`config.mk`:
```
export PLATFORM = sky130hd
export DESIGN_NAME = nvdla_cdma_sync_fifo
export DESIGN_NICKNAME = d
export VERILOG_FILES = /design/src/rtl/nvdla_cdma_sync_fifo.sv
export SDC_FILE = /design/constraint.sdc
export NUM_CORES = 1
export LEC_CHECK = 0
export BUFFER_PORTS_ARGS = -buffer_cell sky130_fd_sc_hd__buf_2
export CELL_PAD_IN_SITES_DETAIL_PLACEMENT = 0
export CELL_PAD_IN_SITES_GLOBAL_PLACEMENT = 1
export CORE_AREA = 3 3 377 379
export DETAILED_ROUTE_END_ITERATION = 12
export DIE_AREA = 0 0 380 382
export GPL_TIMING_DRIVEN = 0
export HOLD_SLACK_MARGIN = 0.03
export MAX_ROUTING_LAYER = met4
export PLACE_DENSITY_LB_ADDON = 0.1
export SETUP_SLACK_MARGIN = 0.5
export SYNTH_ARGS = -nofsm -noshare
export SYNTH_HDL_FRONTEND = slang
export SYNTH_SLANG_ARGS = --single-unit
```
`constraint.sdc`:
```
create_clock -name clk -period 3.2 [get_ports clk]
set_input_delay 0.48 -clock clk [delete_from_list [all_inputs] [get_ports clk]]
set_output_delay 0.48 -clock clk [all_outputs]
set_load 0.03 [all_outputs]
```
`src/rtl/nvdla_cdma_sync_fifo.sv`:
```
// nvdla_cdma_sync_fifo
// Single-clock valid/ready FIFO for CDMA pixel and side-band streams.
// The storage is a bank of flops and the read pointer is registered.
// Full and empty are decided from the occupancy count only.
// A runtime write limit caps the usable capacity.
// The block also provides a registered almost-full flag and a synchronous flush.
module nvdla_cdma_sync_fifo #(
    parameter int DATA_WIDTH = 11,
    parameter int DEPTH      = 128,
    parameter int CW         = $clog2(DEPTH + 1),
    parameter int AF_LEVEL   = DEPTH - 2
) (
    input  logic                  clk,
    input  logic                  reset_,
    input  logic                  flush,
    input  logic                  wr_req,
    output logic                  wr_ready,
    input  logic [DATA_WIDTH-1:0] wr_data,
    output logic                  rd_req,
    input  logic                  rd_ready,
    output logic [DATA_WIDTH-1:0] rd_data,
    input  logic [CW-1:0]         wr_limit,
    output logic [CW-1:0]         count,
    output logic                  almost_full,
    output logic                  idle
);

    localparam int AW = (DEPTH > 1) ? $clog2(DEPTH) : 1;

    // Storage is deliberately left without reset; only the pointers and count carry state meaning.
    logic [DATA_WIDTH-1:0] mem_q [DEPTH];

    logic [AW-1:0] wr_ptr_q;
    logic [AW-1:0] wr_ptr_d;
    logic [AW-1:0] rd_ptr_q;
    logic [AW-1:0] rd_ptr_d;
    logic [CW-1:0] count_q;
    logic [CW-1:0] count_d;
    logic          almost_full_q;
    logic          almost_full_d;

    logic [CW-1:0] eff_limit;
    logic          full;
    logic          push;
    logic          pop;

    // Capacity cap: a zero or out-of-range limit means the full depth.
    always_comb begin
        eff_limit = wr_limit;
        if ((wr_limit == '0) || (wr_limit > CW'(DEPTH))) begin
            eff_limit = CW'(DEPTH);
        end
    end

    // Handshake decode. A flush blocks the write and cancels any pop in the same cycle.
    assign full     = (count_q >= eff_limit);
    assign wr_ready = !full && !flush;
    assign rd_req   = (count_q != '0);
    assign push     = wr_req && wr_ready;
    assign pop      = rd_req && rd_ready && !flush;

    assign rd_data     = mem_q[rd_ptr_q];
    assign count       = count_q;
    assign almost_full = almost_full_q;
    assign idle        = (count_q == '0) && !wr_req;

    // Next-state for pointers, count and almost-full. Flush overrides everything.
    always_comb begin
        wr_ptr_d      = wr_ptr_q;
        rd_ptr_d      = rd_ptr_q;
        count_d       = count_q;
        almost_full_d = 1'b0;
        if (flush) begin
            wr_ptr_d = '0;
            rd_ptr_d = '0;
            count_d  = '0;
        end else begin
            if (push) begin
                wr_ptr_d = wr_ptr_q + AW'(1);
            end
            if (pop) begin
                rd_ptr_d = rd_ptr_q + AW'(1);
            end
            if (push && !pop) begin
                count_d = count_q + CW'(1);
            end else if (pop && !push) begin
                count_d = count_q - CW'(1);
            end
            almost_full_d = (count_d >= CW'(AF_LEVEL));
        end
    end

    // Payload write into the entry addressed by the write pointer.
    always_ff @(posedge clk) begin
        if (push) begin
            mem_q[wr_ptr_q] <= wr_data;
        end
    end

    // Control state with asynchronous active-low reset.
    always_ff @(posedge clk or negedge reset_) begin
        if (!reset_) begin
            wr_ptr_q      <= '0;
            rd_ptr_q      <= '0;
            count_q       <= '0;
            almost_full_q <= 1'b0;
        end else begin
            wr_ptr_q      <= wr_ptr_d;
            rd_ptr_q      <= rd_ptr_d;
            count_q       <= count_d;
            almost_full_q <= almost_full_d;
        end
    end

    // Simulation-time sanity checks on the handshake and occupancy invariants.
    a_no_push_when_blocked : assert property (
        @(posedge clk) disable iff (!reset_) (wr_req && !wr_ready) |-> !push);

    a_head_stable_when_stalled : assert property (
        @(posedge clk) disable iff (!reset_)
        (rd_req && !rd_ready && !flush) |=> ($stable(rd_data) && rd_req));

    a_count_bounded : assert property (
        @(posedge clk) disable iff (!reset_) (count_q <= CW'(DEPTH)));

endmodule

```
==> run metrics <==
run status finished with violations; failing checks negative setup slack; Setup TNS Final -187520 ps; CTS Buffer Depth 3; Max VDD drop around 0.55 mV; CP endpoint kind output pin; Post-Synth XOR/XNOR Area 0.00237; compound-cell area share of the yosys netlist 0.00360; H-Tree Depth 4; CORE AREA 0.139 mm²; top-count cell post-synth edfxtp_1; drt wl/cell 32.8 µm; Worst Hold Class input pin to flop; sequential share of the synthesized area 0.772; area share of the largest cell type after synthesis 0.761; WL final ~150 mm; syn_nets 2376; TritonCTS buffer count 152; clock power share 0.371; Arrival @ worst endpoint 4110 ps; crit path launch rd_ptr_q[0]$_DFFE_PN0P_; Final Non-Filler Cells 4627; Async S/R FF share, synth 0.0161; adder-cell share of the synthesized area 0.00293; clk_skew 26.7 ps; Post-DRT Antenna Nets 0; Worst-path clk slew 60 ps; dominant cells by area after synthesis edfxtp_1, mux4_2, nor2_1; Vias 26.0k; Required @ worst endpoint 2720 ps; Flop pwr share 0.437; Critical Path Fanout Max 8; gr ovfl total 0; Initial Util 0.399; DR vias/cell 5.62; largest net degree at the start of global routing 89; Slew @ Worst Pin 1380 ps; Tot Pwr 47.6 mW; gpl congestion 0.838; sw frac 0.260; fin. max-slew vios 0; All-Layer GR Usage 0.216; # IOs 47; Final Hold Fails 0; register-to-register setup slack -770 ps; Synth Register Bits roughly 1.4k; drt first pass iters 5; unrepaired setup endpoints after global routing true; mux cell area share after synthesis 0.190; placed insts 4273; Final WS setup -1390 ps; number of global-route vias before repair 26.7k; Startpoint Class flop; row count between 100 and 150; pwr dens 722 mW/mm²; Synth Flop Type edfxtp_1; Net Switching 12.4 mW; CTS tree built; pre-CTS setup slack -2110 ps; Gate Count Post-Synth approximately 2.3k; Die Footprint 0.145 mm²; most frequent cells after synthesis edfxtp_1, mux4_2, nor2_1, clkbuf_1, buf_2; hold_sp wr_data[3]; Synth Warn # 0; area grow syn2layout 18.9%; maximum clock rate 218 MHz; final period utilization 1.43; Root Driver clkbuf_16; Final #Nets 2661; Worst R2R Path Depth 9; Avg Cell Area, Syn 23.7 µm²; antenna violations before repair 2; number of flops mapped to enable cells by yosys between 1k and 1.5k; Detail Placement HPWL between 90 and 100 mm; layout cells sized above 1 0.382; Synth Area in Simple Gates 0.0193; Pleak 19.9 nW; P_int 35.2 mW; chip width ~380 µm; Die Ht 382 µm; first-pass GRT wire length 211 mm; # setup viols final 518; worst setup path category flop to output pin; DRC viols 0; Mapped Area roughly 0.056 mm²; max_slew headroom 0.0745; cell area after layout approximately 0.066 mm²; Post-DP Area 0.0590 mm²; Logic pwr share 0.191; Iteration-0 DRC Markers 2604; reg2reg start count[5]$_DFF_PN0_; clk sinks 1431; dominant cell type by area after synthesis edfxtp_1; max cap viols 0; Port Buffers 46; RR Endpoint mem_q[12][2]$_DFFE_PP_; Filler Cell Count approximately 11k; Skew-Pair Late Insertion Delay just under 800 ps; Worst Setup EP rd_data[2]; post-synthesis cell type count between 40 and 50; Final min period 4590 ps; largest family of logic cells by synthesized area multiplexers
sequential cells by signal, summed over array words and instances, names as in the netlist:
name,cells
almost_full,1
count,8
wr_ptr_q,7
rd_ptr_q,7
mem_q,1408
worst max-delay path, stage by stage (launching register included):
cell and delay [ps]:
dfrtp_1 380, buf_8 160, buf_16 190, buf_16 200
buf_12 160, mux4_2 570, mux4_2 530, mux4_2 600
mux2_4 350, buf_6 150
how the worst min path moves through the flow:
stage | to | slack (ps) | cells past startpoint
2_1_floorplan | almost_full$_DFF_PN0_ | 180 | 0
3_3_place_gp | almost_full$_DFF_PN0_ | 520 | 1
3_5_place_dp | almost_full$_DFF_PN0_ | 520 | 1
4_1_cts | mem_q[102][3]$_DFFE_PP_ | 70 | 1
5_1_grt | mem_q[103][3]$_DFFE_PP_ | 90 | 1
6_report | mem_q[103][3]$_DFFE_PP_ | 110 | 1
power by group through the flow:
stage / registers, mW / clock network [mW] / logic, mW
2_1_floorplan: 21.3 / 0 / 4.82
3_3_place_gp: 21.3 / 0 / 8.17
3_5_place_dp: 21.2 / 0 / 8.28
4_1_cts: 20.8 / 18.0 / 9.09
5_1_grt: 20.8 / 18.8 / 9.53
6_report: 20.8 / 17.7 / 9.12
stage by stage:
step	hold WS (ps)	util
after floorplan	184	-
after global placement	516	0.422
after detailed placement	522	0.424
after CTS	67.5	0.468
after global routing	92.2	0.474
final	112	0.474
area by class of cell:
| cell class | count | area [µm²] | area share |
|---|---|---|---|
| antenna | 3 | 7.51 | 0.000114 |
| tap | 1876 | 2350 | 0.0356 |
| clock inverter | 83 | 887 | 0.0134 |
| sequential | 1431 | 42900 | 0.649 |
| multi-input combinational | 777 | 13000 | 0.196 |
| timing repair buffer | 131 | 1610 | 0.0244 |
| buffer | 127 | 1200 | 0.0182 |
| inverter | 4 | 15.0 | 0.000227 |
| clock buffer | 195 | 4110 | 0.0623 |
cells in the final DEF, fill, tap and decap left out, types with 5 or more instances in the layout:
master / synthesis / routed
edfxtp_1: 1408 / 1408
clkinv_1: 0 / 28
a21oi_1: 10 / 10
buf_6: 1 / 35
buf_8: 0 / 11
nor2_4: 0 / 82
nand2_1: 25 / 24
inv_6: 0 / 6
dfrtp_1: 23 / 19
nor2_2: 0 / 26
clkbuf_16: 0 / 163
bufinv_16: 0 / 17
clkbuf_2: 0 / 29
clkbuf_4: 0 / 11
clkinv_2: 0 / 23
o21ai_0: 6 / 5
buf_2: 31 / 27
nor2_1: 154 / 46
mux4_2: 462 / 462
xor2_1: 12 / 12
clkbuf_8: 0 / 5
buf_16: 0 / 15
ha_1: 13 / 10
nand3_1: 12 / 7
clkbuf_1: 81 / 58
nand4_1: 6 / 6
nor2b_1: 10 / 9
nand2b_1: 9 / 9
buf_12: 0 / 36
buf_4: 5 / 55
mux2_4: 0 / 11
per-layer routing:
layer | track usage | part of all wire | vias to the layer above
met2 | 0.341 | 0.49 | 749
met4 | 0.0605 | 0.027 | 0
met5 | - | 0 | -
met3 | 0.0353 | 0.052 | 182
met1 | 0.295 | 0.43 | 14500
li1 | - | - | 10600
timing repair:
item,in CTS,in global routing
gates cloned,2,1
hold buffers,1,0
endpoints found under the setup margin,1437,1433
endpoints found under the hold margin,23,0
resized for setup,229,79
buffers inserted,27,41
pin swaps,10,29
cell families (layout without fill, tap and decap cells):
logic type | Yosys count | in the layout
fa+ha+maj | 13 | 13
simple gates | 242 | 242
buf+inv | 131 | 540
flops | 1431 | 1431
mux | 476 | 476
xor+xnor | 15 | 15
other cells | 0 | 3
compound gates | 31 | 31
Power figures use the tool's default switching activity.
